--- config.mk ---
export PLATFORM = sky130hd
export DESIGN_NAME = reg_alu_seq
export DESIGN_NICKNAME = d
export VERILOG_FILES = /design/src/rtl/reg_alu_seq.sv
export SDC_FILE = /design/constraint.sdc
export NUM_CORES = 1
export LEC_CHECK = 0
export CORE_MARGIN = 2
export CORE_UTILIZATION = 54
export DETAILED_ROUTE_END_ITERATION = 16
export PLACE_DENSITY = 0.84
export SYNTH_ARGS = -nofsm -noshare
export SYNTH_HDL_FRONTEND = slang
export SYNTH_SLANG_ARGS = --single-unit
--- constraint.sdc ---
create_clock -name clk -period 9 [get_ports clk]
set_input_delay 1.8 -clock clk [delete_from_list [all_inputs] [get_ports clk]]
set_output_delay 1.8 -clock clk [all_outputs]
set_load 0.02 [all_outputs]
--- src/rtl/reg_alu_seq.sv ---
// Command sequencer: replays a small command memory onto a register-ALU
// command bus, one command per cycle, with load, start, abort and done handshake.
`timescale 1ns/1ps
module reg_alu_seq #(
  parameter int unsigned DEPTH = 8,
  parameter int unsigned AW    = 3,
  parameter int unsigned DW    = 16
) (
  input  logic              clk,
  input  logic              reset,
  input  logic              load_en,
  input  logic [AW-1:0]     load_addr,
  input  logic [13+DW-1:0]  load_data,
  input  logic [AW:0]       prog_len,
  input  logic              start,
  input  logic              abort,
  output logic              busy,
  output logic              done,
  output logic [AW:0]       pc,
  output logic              sel,
  output logic              wr,
  output logic [1:0]        op,
  output logic [2:0]        rd_addr_a,
  output logic [2:0]        rd_addr_b,
  output logic [2:0]        wr_addr,
  output logic [DW-1:0]     d_in
);

  localparam int unsigned CW = 13 + DW;
  localparam int unsigned LW = AW + 1;

  typedef enum logic [1:0] {IDLE, RUN, FIN} state_t;

  state_t        state;
  logic [CW-1:0] mem [DEPTH];
  logic [CW-1:0] cmd_q;
  logic [LW-1:0] eff_len;

  // Lengths above the memory size replay the whole memory once.
  assign eff_len = (prog_len > LW'(DEPTH)) ? LW'(DEPTH) : prog_len;

  assign {sel, wr, op, rd_addr_a, rd_addr_b, wr_addr, d_in} = cmd_q;

  // Command memory: writable only while idle, cleared by reset.
  always_ff @(posedge clk or posedge reset) begin
    if (reset) begin
      for (int i = 0; i < int'(DEPTH); i++) mem[i] <= '0;
    end else if (state == IDLE && load_en) begin
      mem[load_addr] <= load_data;
    end
  end

  // Sequencer FSM; bus, pc, busy and done are all registered here.
  always_ff @(posedge clk or posedge reset) begin
    if (reset) begin
      state <= IDLE;
      pc    <= '0;
      cmd_q <= '0;
      busy  <= 1'b0;
      done  <= 1'b0;
    end else begin
      case (state)
        IDLE: begin
          if (start && !load_en) begin
            if (eff_len != '0) begin
              cmd_q <= mem[AW'(0)];
              pc    <= LW'(1);
              busy  <= 1'b1;
              state <= RUN;
            end else begin
              done  <= 1'b1;
              state <= FIN;
            end
          end
        end
        RUN: begin
          if (abort) begin
            cmd_q <= '0;
            pc    <= '0;
            busy  <= 1'b0;
            state <= IDLE;
          end else if (pc < eff_len) begin
            cmd_q <= mem[pc[AW-1:0]];
            pc    <= pc + LW'(1);
          end else begin
            // A prog_len lowered below pc mid-run also ends the run here.
            cmd_q <= '0;
            pc    <= '0;
            busy  <= 1'b0;
            done  <= 1'b1;
            state <= FIN;
          end
        end
        FIN: begin
          done  <= 1'b0;
          state <= IDLE;
        end
        default: begin
          cmd_q <= '0;
          pc    <= '0;
          busy  <= 1'b0;
          done  <= 1'b0;
          state <= IDLE;
        end
      endcase
    end
  end

endmodule
* Word level (Yosys, flattened, before mapping)
Cells that the tools add are included. W data, S select, Z words.
Storage, ports and cells: register bits 269, bits of input ports 41, output and inout port bits 35, logic and storage cells 72
Cells by class: add/subtract/negate cells 1, eq/ne operators 8, order comparisons 5, bitwise operators 3, muxes and demuxes 32, reductions and logical operators 10
Operator list (number):
- $bwmux W232 | 1
- $mux W29 | 7
- $bmux W29 S3 | 1
- $demux W29 S3 | 1
- $pmux W29 S3 | 1
- $mux W4 | 5
- $pmux W4 S3 | 1
- $ge A4 B4 Y1 const B | 2
- $mux W1 | 8
- $mux W2 | 4
- $not A3 Y4 | 2
- $reduce_and A4 Y1 | 2
- $ne A2 B2 Y1 const B | 3
- $add A4 B1 Y4 const B | 1
- $gt A4 B4 Y1 const B | 1
- $lt A4 B1 Y1 const B | 1
- $lt A4 B4 Y1 | 1
- $ne A2 B1 Y1 const B | 2
- $pmux W2 S2 | 1
- $reduce_bool A4 Y1 | 1
- $logic_and A1 B1 Y1 | 3
- $ne A3 B3 Y1 const B | 1
- $pmux W1 S3 | 1
- $reduce_and A3 Y1 | 1
- 7 further kinds | 7

* Depth between registers and ports, before layout
Gate-level depths: netlist (run 1).
word-level depth 7, gate-level depth with buffers 9, mapped depth without buffers 7

* Least setup slack after synthesis (run 1)
Ideal clock, no wire load.
path kind input port to flip-flop, from input port prog_len[3], to register cmd_q[10], buffers on the path 2, slack 5.848 ns, setup time 0.130 ns, arrival time 3.021 ns, stages on the path 9, data required time 8.870 ns, cells stage by stage inv_1 -> nand2_1 -> ha_1 -> nand3_1 -> o211ai_1 -> or2_1 -> clkbuf_1 -> clkbuf_2 -> o21ai_0
Between the ends: longest elaborated chain between the ends 6, elaborated cells on any way between the ends 9, those cells by class order compare (2); eq/ne (1); mux (4); reduce/logical (2)
Ends and longest elaborated chain:
- from (decl) | RTL line 14 | input logic [AW:0] prog_len,
- $gt A4 B4 Y1 | RTL line 40 | assign eff_len = (prog_len > LW'(DEPTH)) ? LW'(DEPTH) : prog_len;
- $mux W4 (*) | RTL line 40
- $lt A4 B4 Y1 | RTL line 82 | end else if (pc < eff_len) begin
- $mux W29 | RTL line 82
- $mux W29 | RTL line 77 | if (abort) begin
- $pmux W29 S3 | RTL line 62 | case (state)
- to (signal assigned) | RTL line 66 | cmd_q <= mem[AW'(0)];
- to (signal assigned) | RTL line 83 | cmd_q <= mem[pc[AW-1:0]];
- to (decl) | RTL line 36 | logic [CW-1:0] cmd_q;
Every way passes the cells marked *; elsewhere a longest branch is shown, timed or not. A chain may end at the register's enable or synchronous reset.

* Worst setup path in the final report (run 1)
from input port load_en, to register mem[43] (netlist bit)
Between the ends: longest elaborated chain between the ends 1
Ends and longest elaborated chain:
- from (decl) | RTL line 11 | input logic load_en,
- $logic_and A1 B1 Y1 | RTL line 48 | end else if (state == IDLE && load_en) begin
- to (signal, indexed assignment) | RTL line 49 | mem[load_addr] <= load_data;
- to (decl) | RTL line 35 | logic [CW-1:0] mem [DEPTH];
No other way between the ends.

==> impl_metrics.env, run 1 <==
export IMPL_htree_num_levels=1
export IMPL_cts_tree="done"
export IMPL_dp_hpwl_um=14800
export IMPL_synth_flop_cell="dfrtp_1"
export IMPL_hold_violations=0
export IMPL_grt_pass1_wl_um=40500
export IMPL_maxCapViolations=0
export IMPL_yosysMostFrequentCell="dfrtp_1"
export IMPL_cpMaxStageDelayCell="and3_1"
export IMPL_hold_slack_ns=0.499
export IMPL_switchingPower_uw=1420
export IMPL_track_usage_pct=21.8
export IMPL_synth_top_area_share_pct=56.1
export IMPL_ioPinCount=76
export IMPL_setup_violations=0
export IMPL_numCtsBuffers=27
export IMPL_syn_num_nets=802
export IMPL_num_vias=6867
export IMPL_chipHeight_um=153
export IMPL_gp_congestion=0.729
export IMPL_cts_buffer_depth=3
export IMPL_clk_latency_ns=0.53
export IMPL_area_sequential_mm2=0.00674
export IMPL_slew_headroom_pct=16.4
export IMPL_ctsHoldBuffers=0
export IMPL_antenna_found_initial=0
export IMPL_crit_required_ns=9.41
export IMPL_worstMarginPinSlew_ns=1.25
export IMPL_finClkSkew_ns=0.00757
export IMPL_fp_row_count=54
export IMPL_synth_seq_cells=269
export IMPL_drive_gt1_share_pct=42.2
export IMPL_finalMaxSlewViolations=0
export IMPL_cts_setup_buffers=0
export IMPL_detail_route_vias_per_cell=6.10
export IMPL_r2r_cells=7
export IMPL_critPathCaptureType="register"
export IMPL_worst_path_buf_inv=2
export IMPL_die_w_um=153
export IMPL_finalSetupTns_ns=0
export IMPL_seqPwrFrac_pct=43.6
export IMPL_wl_per_cell_um=22.0
export IMPL_start_util_pct=54.9
export IMPL_drt_initial_drc_count=434
export IMPL_multi_input_area_mm2=0.00496
export IMPL_synth_edf_count=0
export IMPL_ant_nets=0
export IMPL_cts_sinks=269
export IMPL_hold_path_depth=1
export IMPL_ys_types=38
export IMPL_fmax_mhz=251
export IMPL_io_buffers=75
export IMPL_yosys_area_top_type="dfrtp_1"
export IMPL_first_global_vias=7179
export IMPL_fin_crit_ns=3.99
export IMPL_async_reset_ff_share_pct=100
export IMPL_swShare_pct=29.0
export IMPL_final_net_count=871
export IMPL_yosysSeqAreaShare_pct=56.1
export IMPL_dp_cells=1077
export IMPL_p_per_area_mw_per_mm2=354
export IMPL_cp_cell_sequence="clkdlybuf4s50_1 -> nor4b_2 -> and3_1 -> buf_4 -> mux2_2"
export IMPL_arrival_ns=4.39
export IMPL_fin_crit_sh_pct=44.3
export IMPL_grt_start_max_net_pins=172
export IMPL_final_fill_count=1536
export IMPL_syn_area_mm2=0.0120
export IMPL_cp_top_family="simple AND/OR/NAND/NOR gates"
export IMPL_rsz0062_at_grt="no"
export IMPL_yosysWarnings=0
export IMPL_netlist_top_cells_area="dfrtp_1, mux2_2, mux4_2"
export IMPL_cts_resized=0
export IMPL_wirelength_um=24800
export IMPL_cpPeakStageDelay_ns=0.80
export IMPL_outcome="finished, final reports clean"
export IMPL_drcViolationCount=0
export IMPL_cp_max_fo=15
export IMPL_coreArea_mm2=0.0218
export IMPL_start_kind="input port"
export IMPL_drt_pass1_iter_count=5
export IMPL_n_antenna_cell=0
export IMPL_area_delta_synth_final_pct=15.6
export IMPL_final_cells=1126
export IMPL_cts_clk_slew_worst_paths_ns=0.06
export IMPL_vdd_ir_drop_worst_mv=0.166
export IMPL_syn_area_per_cell_um2=15.8
export IMPL_root_buffer="clkbuf_16"
export IMPL_min_delay_path_class="reg -> reg"
export IMPL_die_area_mm2=0.0234
export IMPL_synthCells=757
export IMPL_netlist_top_cells_count="dfrtp_1, mux2_2, mux4_2"
export IMPL_grt_overflow=0
export IMPL_clockPowerShare_pct=23.0
export IMPL_leakagePower_uw=0.00596
export IMPL_power_total_uw=4900
export IMPL_internal_power_uw=3480
export IMPL_p_comb_share_pct=33.4
export IMPL_cp_depth=5
export IMPL_path_class="in -> reg"
## state kept, by name, indices dropped and copies added, names as in the netlist
name / cells
mem: 232
done: 1
state: 2
pc: 4
cmd_q: 29
busy: 1
## area by class of cell
cell class	instances	area share (%)
timing repair buffer	91	6.38
inverter	7	0.217
sequential	269	48.6
multi-input combinational	430	35.8
clock buffer	37	5.44
clock inverter	12	0.993
tap	280	2.53
## per-layer routing
layer  wire length (um)  track usage (%)  vias up
met3                999             2.69       37
met5                  0                0        -
met2              12500             36.7      151
met4                452             5.29        0
met1              10800             30.7     3689
li1                   -                -     2990
## power groups by stage
stage / clock [uW] / combinational (uW) / sequential (uW)
detailed placement: 0 / 1650 / 2150
finish: 1130 / 1640 / 2140
floorplan: 0 / 1270 / 2080
global route: 1190 / 1770 / 2210
global placement: 0 / 1600 / 2120
CTS: 1140 / 1660 / 2140
## worst reg2reg max path: stages, from the launching register on
cell	delay (ns)
dfrtp_2	0.36
buf_4	0.73
ha_1	0.27
nand3_1	0.09
o211ai_1	0.19
or2_1	0.60
buf_4	0.45
o21ai_0	0.17
## worst paths after layout
path | slack, ns | start | end
setup / recovery | 5.01 | load_en | mem[43]
hold / removal | 0.50 | mem[13] | mem[13]
setup reg to reg | 6.00 | pc[1] | cmd_q[22]
hold reg to reg | 0.50 | mem[13] | mem[13]
max in group asynchronous | 6.04 | reset | pc[1]
min in group asynchronous | 1.60 | reset | mem[229]
## kinds of logic (layout without fill, tap and decap cells)
kind of cell | Yosys count | after routing | share of synthesized area, %
AO/OA/AOI/OAI | 71 | 71 | 3.69
XOR/XNOR | 1 | 1 | 0.0731
adder cells (fa/ha/maj) | 4 | 4 | 0.417
buffers and inverters | 58 | 147 | 2.57
flip-flops | 269 | 269 | 56.1
multiplexers | 319 | 319 | 35.4
AND/OR/NAND/NOR | 35 | 35 | 1.69
## cell usage in the layout, fill, tap and decap left out, drive strengths merged
| master | instances |
|---|---|
| o22ai | 1 |
| inv | 5 |
| clkinv | 9 |
| or2 | 1 |
| clkbuf | 37 |
| a21oi | 5 |
| nand2 | 13 |
| clkdlybuf4s50 | 75 |
| o211ai | 1 |
| mux4 | 58 |
| a22oi | 30 |
| clkinvlp | 2 |
| nor2b | 3 |
| a31oi | 1 |
| ha | 4 |
| mux2 | 232 |
| or4 | 2 |
| mux2i | 29 |
| o21ai | 32 |
| nand3 | 3 |
| nor4b | 2 |
| dfrtp | 269 |
| or3 | 1 |
| o311ai | 1 |
| nor3b | 2 |
| nand2b | 1 |
| buf | 16 |
| and3 | 3 |
| xor2 | 1 |
| bufinv | 3 |
| nor2 | 4 |
## stage by stage
step	cell area [um2]	worst slack (ns)	util, %
finish	13900	5.01	63.5
CTS	13900	5.11	63.5
detailed placement	13000	4.57	59.4
global route	13900	4.99	63.5
floorplan	12000	3.65	-
global placement	13000	4.63	59.4
Note: power is estimated with default switching activity, not from simulation.
==> run 2, diff against run 1 <==
clock period = 3.5 ns   (was 9 ns; I/O delays follow)
==> run 2 against run 1 <==
Against the previous run:
- sequential power grew to 2.6 times the previous value
- critical path type is now reg -> out
- highest routed layer unchanged
- final area grew 2.0%
- cell count grew 1.5%
==> impl_metrics.env, run 2 (same netlist as run 1, synthesis figures left out) <==
export IMPL_outcome="finished, final reports clean"
export IMPL_fmax_mhz=364
export IMPL_antenna_found_initial=0
export IMPL_grt_start_max_net_pins=82
export IMPL_slew_headroom_pct=57.6
export IMPL_worst_path_buf_inv=1
export IMPL_area_delta_synth_final_pct=17.9
export IMPL_drt_pass1_iter_count=4
export IMPL_die_w_um=153
export IMPL_cts_buffer_depth=3
export IMPL_wl_met2_um=12900
export IMPL_final_cells=1143
export IMPL_min_delay_path_class="in -> async"
export IMPL_grt_pass1_wl_um=42800
export IMPL_finClkSkew_ns=0.00647
export IMPL_cts_sinks=269
export IMPL_numCtsBuffers=29
export IMPL_leakagePower_uw=0.00610
export IMPL_p_comb_share_pct=32.6
export IMPL_chipHeight_um=153
export IMPL_wl_met1_um=11400
export IMPL_track_usage_pct=23.1
export IMPL_arrival_ns=2.05
export IMPL_ioPinCount=76
export IMPL_wirelength_um=26000
export IMPL_drcViolationCount=0
export IMPL_p_per_area_mw_per_mm2=913
export IMPL_cp_cell_sequence="clkdlybuf4s50_1"
export IMPL_maxCapViolations=0
export IMPL_topRoutingLayerUsed="met4"
export IMPL_path_class="reg -> out"
export IMPL_clk_latency_ns=0.54
export IMPL_fin_crit_sh_pct=78.5
export IMPL_drt_initial_drc_count=366
export IMPL_cp_top_family="flip-flops"
export IMPL_die_area_mm2=0.0234
export IMPL_wl_per_cell_um=22.7
export IMPL_cts_setup_buffers=0
export IMPL_finalSetupTns_ns=0
export IMPL_finalMaxSlewViolations=0
export IMPL_cts_tree="done"
export IMPL_postLayoutCoreUtil_pct=64.8
export IMPL_fin_crit_ns=2.75
export IMPL_top_register="mem"
export IMPL_critPathCaptureType="output port"
export IMPL_cpMaxStageDelayCell="dfrtp_2"
export IMPL_cp_max_fo=25
export IMPL_hold_slack_ns=0.462
export IMPL_coreArea_mm2=0.0218
export IMPL_detail_route_vias_per_cell=6.07
export IMPL_swShare_pct=29.2
export IMPL_io_buffers=75
export IMPL_start_util_pct=54.9
export IMPL_cts_resized=0
export IMPL_dp_hpwl_um=15800
export IMPL_internal_power_uw=9140
export IMPL_hold_violations=0
export IMPL_largest_register_ffs=232
export IMPL_htree_num_levels=1
export IMPL_n_antenna_cell=0
export IMPL_cpPeakStageDelay_ns=0.78
export IMPL_first_global_vias=7583
export IMPL_crit_required_ns=2.80
export IMPL_setup_violations=0
export IMPL_top_regs="mem x232, cmd_q x29, pc x4"
export IMPL_gp_congestion=0.713
export IMPL_num_vias=6938
export IMPL_seqPwrFrac_pct=43.3
export IMPL_drive_gt1_share_pct=43.6
export IMPL_ant_nets=0
export IMPL_cts_clk_slew_worst_paths_ns=0.06
export IMPL_final_cell_mix="dfrtp_1, mux2_2, clkdlybuf4s50_1"
export IMPL_switchingPower_uw=3770
export IMPL_clockPowerShare_pct=24.1
export IMPL_root_buffer="clkbuf_16"
export IMPL_grt_overflow=0
export IMPL_vdd_ir_drop_worst_mv=0.408
export IMPL_layout_commonest_cell="dfrtp_1"
export IMPL_ctsHoldBuffers=0
export IMPL_worstMarginPinSlew_ns=0.635
export IMPL_rsz0062_at_grt="no"
export IMPL_start_kind="register"
export IMPL_wl_met3_um=1230
export IMPL_final_net_count=886
export IMPL_dp_cells=1090
export IMPL_fp_row_count=54
[run 2: changes by cell type in the layout (fill, tap and decap cells not counted), sizes merged]
| cell | delta |
|---|---|
| clkinvlp | +2 |
| inv | +2 |
| clkinv | -3 |
| clkbuf | +3 |
| buf | +13 |
[run 2: power groups by stage]
| stage | Sequential, uW | Clock, uW | Combinational, uW |
|---|---|---|---|
| 6_report | 5590 | 3110 | 4210 |
| 5_1_grt | 5780 | 3300 | 4560 |
| 4_1_cts | 5590 | 3170 | 4260 |
| 3_5_place_dp | 5610 | 0 | 4210 |
| 3_3_place_gp | 5520 | 0 | 4050 |
| 2_1_floorplan | 5340 | 0 | 3260 |
[run 2: final cells by class]
| cell class | instances | area [um2] |
|---|---|---|
| fillers | 1516 | 7690 |
| flip-flops and latches | 269 | 6740 |
| multi-input cells | 430 | 4960 |
| repair buffers | 104 | 1060 |
| clock buffers | 40 | 837 |
| well taps | 280 | 350 |
| clock inverters | 13 | 158 |
| inverters | 7 | 30.0 |
[run 2: layer usage]
metal,vias to the layer above,GRT usage (%)
li1,3019,-
met1,3717,32.5
met2,164,37.9
met3,38,3.54
met4,0,6.70
met5,-,0
[run 2: stage by stage]
stage               total power [uW]  setup WS, ns  cell area, um2
detailed placement              9820         0.678           13100
global route                   13600         0.675           14100
CTS                            13000         0.742           14100
global placement                9570         0.763           13100
finish                         12900         0.754           14100
floorplan                       8600        -0.753           12000
[run 2: final timing paths]
kind | from | endpoint | slack (ns) | cells past startpoint
worst max-delay path | pc[1] | pc[1] | 0.75 | 1
worst min-delay path | reset | mem[112] | 0.46 | 2
worst max register to register | pc[1] | cmd_q[23] | 1.24 | 4
worst min register to register | mem[106] | mem[106] | 0.50 | 1
max in group asynchronous | reset | mem[70] | 2.19 | 4
min in group clk | mem[106] | mem[106] | 0.50 | 1
==> run 3, diff against run 2 <==
clock period = 2.4 ns   (was 3.5 ns; I/O delays follow)
==> run 3 against run 2 <==
Against the previous run:
- final area rose by 1.3%
- flip-flop and latch count stayed put
- critical path depth stayed put
- global-route usage about the same
- critical path type unchanged
==> impl_metrics.env, run 3 (same netlist as run 1, synthesis figures left out) <==
export IMPL_dp_hpwl_um=16300
export IMPL_start_util_pct=54.9
export IMPL_p_per_area_mw_per_mm2=1310
export IMPL_leakagePower_uw=0.00618
export IMPL_top_regs="mem x232, cmd_q x29, pc x4"
export IMPL_multi_input_area_mm2=0.00496
export IMPL_power_total_uw=18800
export IMPL_start_kind="register"
export IMPL_rsz0062_at_grt="no"
export IMPL_drcViolationCount=0
export IMPL_worst_path_buf_inv=1
export IMPL_ant_nets=0
export IMPL_final_cell_mix="dfrtp_1, mux2_2, clkdlybuf4s50_1"
export IMPL_finalWorstSetupSlack_ns=0.109
export IMPL_setup_violations=0
export IMPL_cts_sinks=269
export IMPL_fin_crit_ns=2.29
export IMPL_track_usage_pct=23.1
export IMPL_finClkSkew_ns=0.0108
export IMPL_cpMaxStageDelayCell="clkdlybuf4s50_1"
export IMPL_wl_per_cell_um=23.1
export IMPL_fp_row_count=54
export IMPL_path_class="reg -> out"
export IMPL_cp_max_fo=13
export IMPL_arrival_ns=1.81
export IMPL_area_delta_synth_final_pct=19.4
export IMPL_chipHeight_um=153
export IMPL_io_buffers=75
export IMPL_ioPinCount=76
export IMPL_wirelength_um=26600
export IMPL_fin_crit_sh_pct=95.5
export IMPL_ctsHoldBuffers=0
export IMPL_drt_pass1_iter_count=5
export IMPL_fmax_mhz=436
export IMPL_r2r_slack_ns=0.31
export IMPL_cts_buffer_depth=3
export IMPL_root_buffer="clkbuf_16"
export IMPL_largest_register_ffs=232
export IMPL_drt_initial_drc_count=446
export IMPL_r2r_cells=4
export IMPL_maxCapViolations=0
export IMPL_antenna_found_initial=0
export IMPL_grt_overflow=0
export IMPL_cts_setup_buffers=0
export IMPL_postLayoutCoreUtil_pct=65.6
export IMPL_worstMarginPinSlew_ns=0.879
export IMPL_finalSetupTns_ns=0
export IMPL_min_delay_path_class="in -> async"
export IMPL_finalMaxSlewViolations=0
export IMPL_vdd_ir_drop_worst_mv=0.724
export IMPL_die_area_mm2=0.0234
export IMPL_cpPeakStageDelay_ns=0.67
export IMPL_die_w_um=153
export IMPL_first_global_vias=7625
export IMPL_hold_slack_ns=0.343
export IMPL_outcome="finished, final reports clean"
export IMPL_grt_pass1_wl_um=42800
export IMPL_critPathCaptureType="output port"
export IMPL_cts_clk_slew_worst_paths_ns=0.06
export IMPL_hold_violations=0
export IMPL_htree_num_levels=1
export IMPL_slew_headroom_pct=41.0
export IMPL_num_vias=7077
export IMPL_cp_top_family="buffers and inverters"
export IMPL_final_net_count=895
export IMPL_top_register="mem"
export IMPL_cts_resized=0
export IMPL_layout_commonest_cell="dfrtp_1"
export IMPL_dp_slack_ns=-0.0314
export IMPL_numCtsBuffers=28
export IMPL_cp_cell_sequence="clkdlybuf4s50_1"
export IMPL_crit_required_ns=1.92
export IMPL_r2r_start="state[0]"
export IMPL_coreArea_mm2=0.0218
export IMPL_n_antenna_cell=0
export IMPL_grt_start_max_net_pins=108
export IMPL_clk_latency_ns=0.53
export IMPL_area_sequential_mm2=0.00674
export IMPL_r2r_end="mem[45]"
export IMPL_final_fill_count=1458
export IMPL_startpoint="pc[0]"
export IMPL_detail_route_vias_per_cell=6.15
export IMPL_drive_gt1_share_pct=43.6
export IMPL_gp_congestion=0.752
export IMPL_cts_tree="done"
run 3: stage by stage:
step	instances	cell area (um2)
3_3_place_gp	1100	13400
2_1_floorplan	757	12000
5_1_grt	1151	14300
4_1_cts	1151	14300
6_report	1151	14300
3_5_place_dp	1100	13400
run 3: worst min-delay path, cell delays in order:
cell	delay, ns
clkdlybuf4s50_1	0.44
clkinvlp_4	0.12
buf_12	0.16
run 3: layer usage:
layer  global-route usage, %  vias up  part of all wire [%]
met3                    2.89       38                   5.2
met2                    38.5      204                    50
li1                        -     3052                     -
met1                    32.8     3783                    43
met4                    5.82        0                   1.7
met5                       0        -                     0
run 3: how the worst max path moves through the flow:
stage	end	slack [ns]	cells past startpoint
final	pc[0]	0.11	1
after global routing	pc[0]	0.05	1
after CTS	pc[0]	0.08	1
after detailed placement	cmd_q[10]	-0.03	6
after global placement	mem[45]	0.02	5
after floorplan	busy	-1.63	1
run 3: where the power goes:
group | internal, uW | switching, uW
clock | 2560 | 1720
combinational | 4040 | 2470
sequential | 6730 | 1300
total | 13300 | 5490
run 3: area by class of cell:
type | count | share of cell area (%)
inverters | 7 | 0.210
clock inverters | 6 | 0.384
well taps | 280 | 2.45
multi-input cells | 430 | 34.7
flip-flops and latches | 269 | 47.0
repair buffers | 114 | 9.21
clock buffers | 45 | 6.05
